===== config.mk =====
export PLATFORM = sky130hd
export DESIGN_NAME = pll_scan_engine
export DESIGN_NICKNAME = d
export VERILOG_FILES = /design/src/rtl/pll_scan_engine.sv
export SDC_FILE = /design/constraint.sdc
export NUM_CORES = 1
export LEC_CHECK = 0
export ABC_AREA = 1
export CORE_MARGIN = 8
export CORE_UTILIZATION = 40
export DETAILED_ROUTE_END_ITERATION = 8
export DONT_BUFFER_PORTS = 1
export SETUP_SLACK_MARGIN = 0.2
export SYNTH_ARGS = -nofsm -noshare
export SYNTH_HDL_FRONTEND = slang
export SYNTH_SLANG_ARGS = --single-unit

===== constraint.sdc =====
create_clock -name clk -period 5.39 [get_ports clk]
set_clock_uncertainty 0.2 [all_clocks]
set_input_delay 1.078 -clock clk [delete_from_list [all_inputs] [get_ports clk]]
set_output_delay 1.078 -clock clk [all_outputs]
set_load 0.01 [all_outputs]

===== src/rtl/pll_scan_engine.sv =====
// PLL scan-chain engine: holds shadow N/M/C0 counter settings and serialises them
// into the PLL reconfiguration port, then pulses configupdate and waits for scandone.
module pll_scan_engine #(
    parameter int unsigned SCANCLK_DIV  = 2,
    parameter int unsigned DONE_TIMEOUT = 1023
) (
    input  logic       clk,
    input  logic       reset,
    input  logic       write_param,
    input  logic       reconfig,
    input  logic [3:0] counter_type,
    input  logic [2:0] counter_param,
    input  logic [8:0] data_in,
    output logic       busy,
    output logic       timeout,
    input  logic       pll_areset_in,
    output logic       pll_areset,
    output logic       scanclk,
    output logic       scanclkena,
    output logic       scandata,
    output logic       configupdate,
    input  logic       scandone
);

    localparam int unsigned DivW  = (SCANCLK_DIV > 1) ? $clog2(SCANCLK_DIV) : 1;
    localparam int unsigned WaitW = (DONE_TIMEOUT > 1) ? $clog2(DONE_TIMEOUT) : 1;

    localparam logic [DivW-1:0]  DivLast  = DivW'(SCANCLK_DIV - 1);
    localparam logic [WaitW-1:0] WaitLast = WaitW'(DONE_TIMEOUT - 1);
    localparam logic [5:0]       LastBit  = 6'd53;

    // Record layout: {hi[7:0], bypass, lo[7:0], odd}
    localparam logic [17:0] NReset  = {8'd1, 1'b1, 8'd1, 1'b0};
    localparam logic [17:0] MReset  = {8'd6, 1'b0, 8'd6, 1'b0};
    localparam logic [17:0] C0Reset = {8'd6, 1'b0, 8'd6, 1'b0};

    typedef enum logic [2:0] {
        StIdle,
        StWrite,
        StShift,
        StUpdate,
        StWaitDone
    } state_t;

    state_t state_q, state_d;

    logic [17:0]      n_q, n_d;
    logic [17:0]      m_q, m_d;
    logic [17:0]      c0_q, c0_d;
    logic [53:0]      shift_q, shift_d;
    logic [DivW-1:0]  div_q, div_d;
    logic [5:0]       bit_q, bit_d;
    logic [WaitW-1:0] wait_q, wait_d;
    logic             sclk_q, sclk_d;
    logic             sclkena_q, sclkena_d;
    logic             sdata_q, sdata_d;
    logic             cfgupd_q, cfgupd_d;
    logic             timeout_q, timeout_d;
    logic [1:0]       done_sync_q;

    logic done_s;
    logic tick;
    logic scanning;

    function automatic logic [17:0] write_rec(input logic [17:0] rec,
                                              input logic [2:0]  param,
                                              input logic [8:0]  d);
        logic [17:0] r;
        r = rec;
        case (param)
            3'b000: r[17:10] = d[7:0];
            3'b001: r[8:1]   = d[7:0];
            3'b100: r[9]     = d[0];
            3'b101: r[0]     = d[0];
            3'b111: begin
                if (d >= 9'd2) begin
                    // Odd divide ratios put the extra cycle in the high phase
                    r[17:10] = d[8:1] + {7'd0, d[0]};
                    r[8:1]   = d[8:1];
                    r[0]     = d[0];
                    r[9]     = 1'b0;
                end else if (d == 9'd1) begin
                    r[9] = 1'b1;
                end
            end
            default: ;
        endcase
        return r;
    endfunction

    assign done_s   = done_sync_q[1];
    assign tick     = (div_q == DivLast);
    assign scanning = (state_q == StShift) || (state_q == StUpdate) || (state_q == StWaitDone);

    always_comb begin
        state_d   = state_q;
        n_d       = n_q;
        m_d       = m_q;
        c0_d      = c0_q;
        shift_d   = shift_q;
        div_d     = div_q;
        bit_d     = bit_q;
        wait_d    = wait_q;
        sclk_d    = sclk_q;
        sclkena_d = sclkena_q;
        sdata_d   = sdata_q;
        cfgupd_d  = cfgupd_q;
        timeout_d = timeout_q;

        if (scanning) begin
            div_d = tick ? '0 : div_q + DivW'(1);
            if (tick) begin
                sclk_d = ~sclk_q;
            end
        end

        unique case (state_q)
            StIdle: begin
                sclk_d    = 1'b0;
                sclkena_d = 1'b0;
                sdata_d   = 1'b0;
                cfgupd_d  = 1'b0;
                div_d     = '0;
                if (write_param) begin
                    unique case (counter_type)
                        4'b0000: n_d  = write_rec(n_q, counter_param, data_in);
                        4'b0001: m_d  = write_rec(m_q, counter_param, data_in);
                        4'b0100: c0_d = write_rec(c0_q, counter_param, data_in);
                        default: ;
                    endcase
                    state_d = StWrite;
                end else if (reconfig) begin
                    shift_d   = {c0_q, m_q, n_q};
                    sdata_d   = c0_q[17];
                    sclkena_d = 1'b1;
                    bit_d     = '0;
                    timeout_d = 1'b0;
                    state_d   = StShift;
                end
            end
            StWrite: begin
                state_d = StIdle;
            end
            StShift: begin
                // Data advances on scanclk falling edges so it is stable at each rise
                if (tick && sclk_q) begin
                    if (bit_q == LastBit) begin
                        sclkena_d = 1'b0;
                        sdata_d   = 1'b0;
                        cfgupd_d  = 1'b1;
                        state_d   = StUpdate;
                    end else begin
                        shift_d = {shift_q[52:0], 1'b0};
                        sdata_d = shift_q[52];
                        bit_d   = bit_q + 6'd1;
                    end
                end
            end
            StUpdate: begin
                if (tick && sclk_q) begin
                    cfgupd_d = 1'b0;
                    wait_d   = '0;
                    state_d  = StWaitDone;
                end
            end
            StWaitDone: begin
                if (done_s) begin
                    sclk_d  = 1'b0;
                    state_d = StIdle;
                end else if (wait_q == WaitLast) begin
                    sclk_d    = 1'b0;
                    timeout_d = 1'b1;
                    state_d   = StIdle;
                end else begin
                    wait_d = wait_q + WaitW'(1);
                end
            end
            default: begin
                state_d = StIdle;
            end
        endcase

        // PLL reset abandons the scan but keeps shadow records and the timeout flag
        if (scanning && pll_areset_in) begin
            state_d   = StIdle;
            sclk_d    = 1'b0;
            sclkena_d = 1'b0;
            sdata_d   = 1'b0;
            cfgupd_d  = 1'b0;
            div_d     = '0;
            timeout_d = timeout_q;
        end
    end

    always_ff @(posedge clk or posedge reset) begin
        if (reset) begin
            state_q     <= StIdle;
            n_q         <= NReset;
            m_q         <= MReset;
            c0_q        <= C0Reset;
            shift_q     <= '0;
            div_q       <= '0;
            bit_q       <= '0;
            wait_q      <= '0;
            sclk_q      <= 1'b0;
            sclkena_q   <= 1'b0;
            sdata_q     <= 1'b0;
            cfgupd_q    <= 1'b0;
            timeout_q   <= 1'b0;
            done_sync_q <= 2'b00;
        end else begin
            state_q     <= state_d;
            n_q         <= n_d;
            m_q         <= m_d;
            c0_q        <= c0_d;
            shift_q     <= shift_d;
            div_q       <= div_d;
            bit_q       <= bit_d;
            wait_q      <= wait_d;
            sclk_q      <= sclk_d;
            sclkena_q   <= sclkena_d;
            sdata_q     <= sdata_d;
            cfgupd_q    <= cfgupd_d;
            timeout_q   <= timeout_d;
            done_sync_q <= {done_sync_q[0], scandone};
        end
    end

    assign busy         = (state_q != StIdle);
    assign timeout      = timeout_q;
    assign pll_areset   = pll_areset_in;
    assign scanclk      = sclk_q;
    assign scanclkena   = sclkena_q;
    assign scandata     = sdata_q;
    assign configupdate = cfgupd_q;

endmodule


Yosys cells after proc, flatten, opt, wreduce, memory -nomap -nowiden
Index checks and enable logic that the tools add are counted.
{"block": "op_classes", "add_sub_neg": 4, "n_mul": 0, "n_div": 0, "order_cmp": 1, "n_eq_ne": 27, "shift": 0, "mux": 63, "bitwise_logic": 2, "n_reduce_logical": 37}
{"cell": "53-bit two-way mux", "count": 4}
{"cell": "53-bit case mux with 2 select lines", "count": 1}
{"cell": "5-bit AND reduction", "count": 14}
{"cell": "8-bit case mux with 2 select lines", "count": 2}
{"cell": "10-bit two-way mux", "count": 3}
{"cell": "1-bit two-way mux", "count": 29}
{"cell": "3-bit two-way mux", "count": 8}
{"cell": "6-bit two-way mux", "count": 4}
{"cell": "10-bit case mux with 2 select lines", "count": 1}
{"cell": "2-bit nonzero test", "count": 7}
{"cell": "3-bit == test, second input constant", "count": 4}
{"cell": "2-bit != test, second input constant", "count": 6}
{"cell": "1-bit case mux with 2 select lines", "count": 6}
{"cell": "3-bit case mux with 4 select lines", "count": 1}
{"cell": "6-bit case mux with 2 select lines", "count": 1}
{"cell": "10-bit by 1-bit adder with 10-bit output, second input constant", "count": 1}
{"cell": "10-bit == test, second input constant", "count": 1}
{"cell": "9-bit by 1-bit == test with 1-bit output, second input constant", "count": 1}
{"cell": "9-bit by 2-bit >= comparator with 1-bit output, second input constant", "count": 1}
{"cell": "9-bit two-way mux", "count": 1}
{"cell": "3-bit by 1-bit != test with 1-bit output, second input constant", "count": 3}
{"cell": "3-bit nonzero test", "count": 3}
{"cell": "8-bit by 1-bit adder with 8-bit output", "count": 1}
{"cell": "8-bit two-way mux", "count": 1}
{"cell": "other kinds (22)", "count": 30}
{"block": "totals", "ff_bits": 134, "latchBits": 0, "ramBits": 0, "romBits": 0, "input_bits": 22, "output_inout_bits": 7, "n_memories": 0}

Logic depth before layout (Yosys ltp)
{"block": "depth", "ltp_word": 8, "ltp_mapped": 10}

Worst setup path after synthesis
OpenSTA, ideal clock, no wires.
{"block": "synth_path", "path_type": "input-to-reg", "startpoint": "input port data_in[0]", "endpoint": "register n_q[6]", "arrival_time_ps": 2164, "setup_slack_ps": 2900, "path_stages": 9, "cell_sequence": "inv_1 -> ha_1 -> nor2_1 -> nand3_1 -> nor2_1 -> nand2_1 -> nand4_2 -> buf_4 -> o21ai_0"}
{"block": "synth_via", "elab_chain_len": 3}
{"item": "start, declared", "line": "13", "rtl": "input logic [8:0] data_in,"}
{"item": "9-bit by 2-bit >= comparator with 1-bit output", "line": "76", "rtl": "if (d >= 9'd2) begin"}
{"item": "2-bit != test (no line)"}
{"item": "5-bit AND reduction (no line)"}
{"item": "end signal, assigned", "line": "198", "rtl": "n_q <= NReset;"}
{"item": "end signal, assigned", "line": "213", "rtl": "n_q <= n_d;"}
{"item": "end, declared", "line": "47", "rtl": "logic [17:0] n_q, n_d;"}
No other way between the ends.
A chain may end at the register's enable or synchronous reset.

Worst setup path after layout
{"block": "layout_path", "startpoint": "input port counter_param[0]", "endpoint": "register n_q[4]"}
{"block": "layout_via", "elab_chain_len": 3, "elab_cells_between_ends": 6, "classes_between": "3 x eq/ne; 1 x mux; 2 x reduce/logical"}
{"item": "start, declared", "line": "12", "rtl": "input logic [2:0] counter_param,"}
{"item": "3-bit == test or 3-bit by 1-bit == test with 1-bit output (tied branches)", "line": "70", "rtl": "case (param)"}
{"item": "2-bit != test (no line) or 2-bit nonzero test (tied branches)"}
{"item": "5-bit AND reduction (no line)"}
Several ways; a longest one is shown, not always the timed one.

==> key figures <==
Critical path
  • Worst Setup Path Type: primary input to register
  • R2R depth: 8
  • CP delay by family, top: simple AND/OR/NAND/NOR gates
  • CP Data Required Time: 5.49 ns
  • Critical path's largest stage delay: 0.55 ns
  • Critical path's slowest cell: nor2_1
  • Worst EP arrival: 2.95 ns
  • Worst-path fanout max: 19
  • CP Buf/Inv Count: 1
  • Worst R2R Start: state_q[1]
  • Setup crit start kind: primary input
  • R2R Setup Slk: 2.91 ns
  • Setup crit end kind: register
  • Reg2reg end: n_q[12]
  • Most used cell, CP: nand2_1
  • Critical-path cell list: nand2_1 -> nor2_1 -> inv_2 -> nand2_2 -> nand4_2 -> nand2_1 -> o21ai_1

Power
  • P_leak: 3.61 nW
  • Register share of total power: 38.5%
  • Combinational power share: 30.1%
  • Sw power: 1.37 mW
  • Switch share: 37.8%
  • Worst vdd ir: 0.000325 V
  • Clock power frac: 31.4%
  • Power per cell area: 482 nW/um2
  • Pint: 2.26 mW

Die
  • Height of the die: 147 um
  • Starting Density: 40.3%
  • I/O pin total: 29
  • DIE AREA: 21600 um2
  • Die extent in x: 147 um
  • Core area: 17000 um2
  • Num rows: 48

Cells and area
  • FILL cells: 1706
  • Most frequent cells in the layout: nand2_1 (329), dfrtp_1 (123), inv_1 (104)
  • Area Growth Syn to Fin: 10.2%
  • Share of layout cells above drive strength 1: 7.10%
  • Nets: 919
  • Most common cell after layout, fill and taps aside: nand2_1
  • Diodes inserted: 0

CTS
  • Post-CTS Resized: 0
  • CTS Buffer Depth: 2
  • Clock network latency to the later pin of the worst-skew pair: 0.42 ns
  • # H-tree levels: 4
  • Root Buffer: clkbuf_16
  • CTS clk-pin slew, worst paths: 0.06 ns
  • Post-CTS Setup Repair Bufs: 0
  • CTS tree: done
  • Total CTS buffers: 17
  • CTS hold repair buffers: 0
  • Clock Sinks: 134

Yosys
  • Combinational family with the most area after synthesis: simple AND/OR/NAND/NOR gates
  • XOR/XNOR share of the synthesized area: 1.41%
  • Cell area after synthesis: 6850 um2
  • Post-synthesis compound-gate area fraction: 11.5%
  • Seq/Total Area, Yosys: 49.1%
  • Mapped Nets: 931
  • Top post-synthesis cells by area: dfrtp_1 (45%), nand2_1 (18%), o21ai_0 (7.2%)
  • Area leader, netlist: dfrtp_1
  • Simple-gate share of the synthesized area: 27.3%
  • Cells after Synth: 900
  • Netlist cell types: 31
  • Top-area cell type share of the netlist area: 44.9%
  • Synth Area in Adders: 1.64%
  • Syn Area/Cell: 7.62 um2
  • Seq cells post-synth: 134
  • Mux cell area share after synthesis: 0%
  • Yosys warns: 0

Flow run
  • Max Cap Viol: 0

Detailed routing
  • Via Count: 5491
  • Avg Vias per Cell: 4.88
  • 1st-iter DRT viols: 312
  • Post-Route WL: 15200 um
  • DR WL/cell: 13.5 um
  • Antenna Violating Nets Remaining: 0
  • DRC errors left: 0
  • DRT Pass-1 Iters: 4

Global routing
  • Routing usage on met3: 4.31%
  • Initial antenna violation count: 0
  • Number of global-route vias before repair: 5196
  • Pin count of the biggest net entering global routing: 111
  • GRT Resource Usage Total: 14.8%
  • Met1 Track Usage GR: 19.7%
  • First-pass GRT wire length: 25800 um
  • Grt total ovfl: 0
  • GRT Max-Usage Layer: met2
  • Met2 Track Usage GR: 22.3%

Placed design
  • DP HPWL: 10200 um
  • Final Wtd Congestion: 0.867
  • Input/output buffers: 0
  • Setup WS pre-CTS: 2.12 ns

Timing
  • Final setup vio count: 0
  • Final setup TNS: 0 ns
  • Worst-Margin Slew: 1.04 ns
  • Slew margin rel.: 30.5%
  • Post-route setup slack: 2.53 ns
  • RSZ-0062 raised after global routing: false
  • Slew Viols, Final: 0
  • Maximum clock rate: 350 MHz
  • Fin crit share: 53.0%
  • Final hold violations: 0
  • Crit path time final: 2.86 ns

Run status
  • Status: finished clean

Hold path
  • WHS Path Cells: 0
  • Hold EP: done_sync_q[1]
  • Hold Path Origin: done_sync_q[0]
  • Min-Delay Path Class: register to register
-- sequential cells by signal, indices dropped and copies added, names as in the netlist --
name          flops
scanclk           1
c0_q             18
done_sync_q       2
wait_q           10
configupdate      1
state_q           3
n_q              18
div_q             1
m_q              18
shift_q          53
scanclkena        1
timeout           1
scandata          1
bit_q             6
-- through the flow --
stage	cells	area (um2)	utilization, %	hold WS, ns	total power [mW]
floorplan	900	6850	-	0.131	2.36
global placement	1094	6980	41.0	0.181	2.50
detailed placement	1094	6980	41.0	0.186	2.52
CTS	1126	7550	44.4	0.205	3.68
global route	1126	7550	44.4	0.198	3.91
finish	1126	7550	44.4	0.183	3.64
-- power by group through the flow --
| stage | sequential (mW) | combinational, mW | clock (mW) |
|---|---|---|---|
| global placement | 1.42 | 1.09 | 0 |
| global route | 1.43 | 1.27 | 1.22 |
| CTS | 1.40 | 1.11 | 1.17 |
| finish | 1.40 | 1.09 | 1.14 |
| detailed placement | 1.42 | 1.10 | 0 |
| floorplan | 1.39 | 0.971 | 0 |
-- worst register-to-register path, delay by kind of cell, from the launching register on --
kind                   cells  cell delay [ns]
DFF                        1             0.45
buffers and inverters      1             0.11
and+or+nand+nor            6             1.11
AOI/OAI and AO/OA          1             0.48
-- layout make-up --
type | count | area, um2 | share of cell area, %
Tap cell | 225 | 282 | 3.73
Clock inverter | 13 | 131 | 1.74
Multi-Input combinational cell | 620 | 2880 | 38.1
Clock buffer | 19 | 443 | 5.87
Inverter | 111 | 422 | 5.58
Sequential cell | 134 | 3370 | 44.6
Timing Repair Buffer | 4 | 30.0 | 0.398
-- metal layers --
metal	vias to the layer above	routed length (um)
li1	2839	-
met1	2564	7500
met2	68	6770
met3	20	683
met4	0	260
met5	-	0
-- synthesized netlist by cell type --
cell type	count
a211oi_1	1
a21oi_1	4
a21oi_2	1
a21oi_4	2
a22oi_1	1
buf_2	10
buf_4	3
buf_6	6
clkbuf_1	15
clkbuf_2	1
dfrtp_1	123
dfstp_2	11
ha_1	9
inv_1	105
inv_2	6
nand2_1	329
nand2_2	2
nand2_4	1
nand3_1	42
nand3_2	1
nand3b_1	2
nand4_1	29
nand4_2	1
nor2_1	33
nor2_2	1
nor2_4	2
nor3_1	5
nor3b_1	1
o21ai_0	99
o21ai_1	43
xor2_1	11
-- kinds of logic after synthesis --
group	Yosys count
AOI/OAI and AO/OA	151
adders and majority gates	9
and+or+nand+nor	449
xor gates and xnor gates	11
buffers and inverters	146
DFF	134
-- worst max path at each step --
stage,start,to,slack (ns),depth (start not counted)
after floorplan,reset,bit_q[0],0.55,1
after global placement,counter_param[0],n_q[6],2.24,6
after detailed placement,counter_param[0],n_q[6],2.12,6
after CTS,counter_param[0],n_q[4],2.59,7
after global routing,counter_param[0],n_q[6],2.32,7
final,counter_param[0],n_q[4],2.53,7
(Power assumes the default switching activity.)
==> variant 1: new RTL, config.mk and constraints unchanged <==
`SCANCLK_DIV`: 2 -> 1.
--- a/src/rtl/pll_scan_engine.sv
+++ b/src/rtl/pll_scan_engine.sv
@@ -1,7 +1,7 @@
 // PLL scan-chain engine: holds shadow N/M/C0 counter settings and serialises them
 // into the PLL reconfiguration port, then pulses configupdate and waits for scandone.
 module pll_scan_engine #(
-    parameter int unsigned SCANCLK_DIV  = 2,
+    parameter int unsigned SCANCLK_DIV  = 1,
     parameter int unsigned DONE_TIMEOUT = 1023
 ) (
     input  logic       clk,
Check against the original RTL: not equivalent (a bounded check fails within 4 cycles, from zero or initial values and one cycle with reset high).
==> variant 1 against the unedited design <==
Sequential cell count fell by 1; non-clock buffer count did not move; first-iteration DRC count fell by 6.1%; design area barely moved; combinational power rose by 17%; worst setup slack got worse by 0.23 ns; synthesized area rose by 0.58%; power rose by 4.0%; wire length fell by 1.9%; highest routed layer unchanged.
==> variant 1: results (changes against the unedited design) <==
Run status
  • Status: finished, final reports clean (unchanged)

Yosys
  • Syn Nets: 872 (was 931)
  • Sequential share of the synthesized area: 48.48% (was 49.12%)
  • Top cells by count, synth: 253 x nand2_1, 122 x dfrtp_1, 119 x o21ai_0, 61 x inv_1, 55 x or2_2 (was 329 x nand2_1, 123 x dfrtp_1, 105 x inv_1, 99 x o21ai_0, 43 x o21ai_1)
  • Synth area leaders: dfrtp_1 44%, nand2_1 14%, o21ai_0 8.6% (was dfrtp_1 45%, nand2_1 18%, o21ai_0 7.2%)
  • Post-synth cell types: 35 (was 31)

Critical path
  • Critical path's top delay family: buffers and inverters (was simple AND/OR/NAND/NOR gates)
  • Arrival time worst endpoint: 3.15 ns (was 2.95 ns)
  • Largest stage delay, worst path: 0.64 ns (was 0.55 ns)
  • Critical path's slowest cell: buf_4 (was nor2_1)
  • Critical-path maximum fanout: 70 (was 19)

Detailed routing
  • Vias/cell: 4.968 (was 4.877)
  • Final wirelength: 14930 microns (was 15210 microns)
  • Initial DRC count: 293 (was 312)

Power and ir drop
  • Max IR drop VDD: 0.0002295 V (was 0.0003252 V)
  • Switching part of the total: 37.15% (was 37.78%)

Placement
  • Buffers added on ports: 0 (unchanged)
  • Placed Instances: 1035 (was 1094)
  • RePlAce Congestion: 0.8309 (was 0.8666)
  • Cell Area, Placed: 0.006975 sq mm (was 0.006977 sq mm)

Global route
  • Met1 GRT Util: 19.63% (was 19.71%)
  • First-pass GRT wire length: 26040 microns (was 25760 microns)
  • GRT met3 Usage: 3.814% (was 4.306%)
  • Met2 Usage GRT: 22.94% (was 22.30%)
  • Total Routing Usage GR: 14.68% (was 14.75%)
  • Largest net degree at the start of global routing: 95 (was 111)

Clock network
  • Post-CTS Resized: 0 (unchanged)

Layout
  • Final Util: 44.24% (was 44.43%)
  • Post-layout nets: 859 (was 919)
  • Area Growth Syn to Fin: 9.456% (was 10.17%)
  • Non-Filler Instances: 1067 (was 1126)
  • Share of post-route cells with drive strength above 1: 16.86% (was 7.103%)

STA
  • Worst Max-Slew Pin Slew: 0.8689 ns (was 1.038 ns)
## variant 1: layout make-up
type,count,area share [%]
clock buffers,21,6.234
multi-input cells,606,40.52
inverters,67,3.499
clock inverters,11,1.326
well taps,225,3.731
repair buffers,4,0.3979
flip-flops and latches,133,44.29
## variant 1: cells by family after synthesis
family	synth area share [%]
AND/OR/NAND/NOR	27.84
adder cells (fa/ha/maj)	1.452
XOR/XNOR	1.016
flip-flops	48.48
buffers and inverters	7.278
AO/OA/AOI/OAI	13.94
## variant 1: power groups by stage
stage | logic [mW] | clock network (mW) | registers, mW
6_report | 1.28 | 1.12 | 1.38
5_1_grt | 1.48 | 1.18 | 1.42
4_1_cts | 1.30 | 1.14 | 1.38
3_5_place_dp | 1.30 | 0 | 1.40
3_3_place_gp | 1.28 | 0 | 1.40
2_1_floorplan | 1.15 | 0 | 1.35
## variant 1: per-layer routing
layer | wire length, microns | part of all wire, % | vias to the layer above
met5 | 0 | 0 | -
met4 | 123 | 0.82 | 0
met3 | 582 | 3.9 | 8
met2 | 6601 | 44 | 75
met1 | 7617 | 51 | 2506
li1 | - | - | 2712
## variant 1: worst reg2reg max path, cell delays in order (launching register included)
cell     delay (ns)
dfrtp_1        0.42
inv_2          0.15
nand3_2        0.49
o21ai_2        0.33
inv_2          0.08
nand3_4        0.38
buf_4          0.66
o21ai_0        0.23
## variant 1: final timing paths
path	slack, ns	from	cells after the start	endpoint
worst min register to register	0.16	done_sync_q[0]	0	done_sync_q[1]
worst max register to register	2.30	state_q[2]	7	shift_q[30]
worst max-delay path	2.30	state_q[2]	7	shift_q[30]
max in group asynchronous	3.38	reset	2	c0_q[12]
min in group asynchronous	0.49	reset	1	shift_q[13]
worst min-delay path	0.16	done_sync_q[0]	0	done_sync_q[1]
==> variant 2: new RTL, same settings <==
Without the edit above. Register the inputs `write_param`, `reconfig`, `counter_type`, `counter_param`, `data_in` and `scandone` before use, with the module's reset. The logic sees them one clock later.
--- a/src/rtl/pll_scan_engine.sv
+++ b/src/rtl/pll_scan_engine.sv
@@ -42,6 +42,31 @@
         StWaitDone
     } state_t;
 
+    logic write_param_q;
+    logic reconfig_q;
+    logic [3:0] counter_type_q;
+    logic [2:0] counter_param_q;
+    logic [8:0] data_q;
+    logic scandone_q;
+
+    always_ff @(posedge clk or posedge reset) begin
+        if (reset) begin
+            write_param_q   <= '0;
+            reconfig_q      <= '0;
+            counter_type_q  <= '0;
+            counter_param_q <= '0;
+            data_q          <= '0;
+            scandone_q      <= '0;
+        end else begin
+            write_param_q   <= write_param;
+            reconfig_q      <= reconfig;
+            counter_type_q  <= counter_type;
+            counter_param_q <= counter_param;
+            data_q          <= data_in;
+            scandone_q      <= scandone;
+        end
+    end
+
     state_t state_q, state_d;
 
     logic [17:0]      n_q, n_d;
@@ -121,15 +146,15 @@
                 sdata_d   = 1'b0;
                 cfgupd_d  = 1'b0;
                 div_d     = '0;
-                if (write_param) begin
-                    unique case (counter_type)
-                        4'b0000: n_d  = write_rec(n_q, counter_param, data_in);
-                        4'b0001: m_d  = write_rec(m_q, counter_param, data_in);
-                        4'b0100: c0_d = write_rec(c0_q, counter_param, data_in);
+                if (write_param_q) begin
+                    unique case (counter_type_q)
+                        4'b0000: n_d  = write_rec(n_q, counter_param_q, data_q);
+                        4'b0001: m_d  = write_rec(m_q, counter_param_q, data_q);
+                        4'b0100: c0_d = write_rec(c0_q, counter_param_q, data_q);
                         default: ;
                     endcase
                     state_d = StWrite;
-                end else if (reconfig) begin
+                end else if (reconfig_q) begin
                     shift_d   = {c0_q, m_q, n_q};
                     sdata_d   = c0_q[17];
                     sclkena_d = 1'b1;
@@ -222,7 +247,7 @@
             sdata_q     <= sdata_d;
             cfgupd_q    <= cfgupd_d;
             timeout_q   <= timeout_d;
-            done_sync_q <= {done_sync_q[0], scandone};
+            done_sync_q <= {done_sync_q[0], scandone_q};
         end
     end
 
Function: changed (a bounded check fails within 4 cycles, from zero or initial values and one cycle with reset high).
==> variant 2 against the unedited design <==
Critical path depth is 4 higher; critical endpoint is now shift_q[29]; design area up 11%; synthesized area rose by 12%; largest cell class unchanged; wire length rose by 1.2%; sequential cell count up 19; power is 13% higher; worst setup slack got worse by 0.016 ns; synthesized cell count fell by 3.7%.
==> variant 2: results (changes against the unedited design) <==
Run status
  • Status: finished, final reports clean (unchanged)

Global route
  • Vias in the first global route: 5211 (was 5196)
  • Initial antenna violation count: 0 (unchanged)
  • First-pass GRT wire length: 26620 microns (was 25760 microns)
  • Largest net degree at the start of global routing: 154 (was 111)
  • Total Routing Usage GR: 13.91% (was 14.75%)

Clock network
  • Clock tree buffer depth: 2 (unchanged)
  • Post-CTS Resized: 0 (unchanged)
  • Buffer count from post-CTS setup fixing: 0 (unchanged)
  • H-tree levels: 4 (unchanged)
  • TritonCTS Buffers: 17 (unchanged)
  • CTS clk-pin slew, worst paths: 0.06 ns (about the same)

Yosys
  • Sequential share of the synthesized area: 49.84% (was 49.12%)
  • Syn Nets: 898 (was 931)
  • Post-synth cell types: 41 (was 31)
  • Top cells by count, synth: 243 x nand2_1, 142 x dfrtp_1, 82 x o21ai_0, 63 x inv_1, 54 x o21ai_2 (was 329 x nand2_1, 123 x dfrtp_1, 105 x inv_1, 99 x o21ai_0, 43 x o21ai_1)
  • Synth area leaders: dfrtp_1 46%, nand2_1 12%, o21ai_2 6.1% (was dfrtp_1 45%, nand2_1 18%, o21ai_0 7.2%)
  • Largest area contributor in the netlist: dfrtp_1 (unchanged)
  • Yosys warns: 0 (unchanged)
  • Asr flop ratio synth: 100.0% (unchanged)

Flow run
  • Max-cap viol count: 0 (unchanged)

Power and ir drop
  • Static leakage: 3.975 nW (was 3.612 nW)
  • Max IR drop VDD: 0.0002340 V (was 0.0003252 V)

Placement
  • Final HPWL DP: 10170 microns (about the same)
  • RePlAce Congestion: 0.8469 (was 0.8666)

STA
  • Worst Max-Slew Pin Slew: 0.9546 ns (was 1.038 ns)
  • Fin. Hold Viols: 0 (unchanged)

Detailed routing
  • Initial DRT Pass Iterations: 5 (was 4)
  • Final wirelength: 15390 microns (was 15210 microns)
  • Initial DRC count: 357 (was 312)
  • Vias/cell: 4.804 (was 4.877)

Layout
  • Fillers: 1808 (was 1706)
  • Share of post-route cells with drive strength above 1: 22.03% (was 7.103%)
  • Max reg flops: 53 (unchanged)
  • Number of antenna diodes: 0 (unchanged)
  • Post-layout nets: 885 (was 919)

Critical path
  • Arrival time worst endpoint: 3.02 ns (was 2.95 ns)
  • Critical-path maximum fanout: 86 (was 19)

Min path
  • Hold Crit Class: register to register (unchanged)
-- variant 2: changes by cell type after synthesis, moves of 6 or more --
cell | unedited run | this run
buf_6 | 6 | 13
clkbuf_1 | 15 | 7
nand4_1 | 29 | 14
xor2_1 | 11 | 5
dfrtp_1 | 123 | 142
nand2_1 | 329 | 243
or2_2 | 0 | 53
inv_1 | 105 | 63
o21ai_2 | 0 | 54
nand3_1 | 42 | 33
o21ai_0 | 99 | 82
-- variant 2: critical path, cell delays in order (launching register included) --
cell	delay, ns
dfrtp_1	0.40
inv_2	0.10
nand2_2	0.11
nor2_4	0.10
buf_4	0.40
nand2_1	0.12
nand2_2	0.09
inv_2	0.04
nand2_4	0.69
buf_4	0.36
nand2_1	0.07
o21ai_1	0.08
-- variant 2: logic make-up (layout without fill, tap and decap cells) --
family	Yosys count	after routing	synth area share, %
xor+xnor	8	8	0.9088
compound gates	187	187	15.27
buf+inv	108	108	7.173
fa+ha+maj	9	9	1.461
flops	153	153	49.84
simple gates	402	402	25.35
-- variant 2: path summary, 6_finish.rpt --
check | startpoint | end | slack [ns] | cells past startpoint
worst min register to register | scandone_q | done_sync_q[0] | 0.15 | 0
worst min-delay path | scandone_q | done_sync_q[0] | 0.15 | 0
worst max register to register | state_q[2] | shift_q[29] | 2.52 | 11
max in group asynchronous | reset | scandata | 3.82 | 2
worst max-delay path | state_q[2] | shift_q[29] | 2.52 | 11
min in group asynchronous | reset | counter_type_q[0] | 0.53 | 2
-- variant 2: area by class of cell --
cell class | instances | area (sq um) | area share, %
Sequential cell | 153 | 3842 | 45.93
Tap cell | 260 | 325.3 | 3.888
Clock buffer | 18 | 439.2 | 5.249
Multi-Input combinational cell | 606 | 3314 | 39.61
Clock inverter | 14 | 125.1 | 1.495
Timing Repair Buffer | 4 | 42.54 | 0.5084
Inverter | 72 | 277.8 | 3.320
-- variant 2: power breakdown --
group	internal, mW	switching (mW)	total [mW]
combinational	0.478	0.811	1.29
sequential	1.47	0.201	1.67
clock	0.648	0.495	1.14
-- variant 2: through the flow --
stage	worst slack, ns	area [sq um]	cells
floorplan	2.190	7714	867
global placement	2.539	7802	1095
detailed placement	2.504	7802	1095
CTS	2.476	8367	1127
global route	2.212	8367	1127
finish	2.516	8367	1127
-- variant 2: per-layer routing --
layer,global-route usage [%],part of all wire [%],up-vias
met5,0,0,-
met4,4.106,1.1,0
met3,4.570,3.7,13
met2,20.51,44,61
met1,19.04,51,2557
li1,-,-,2783
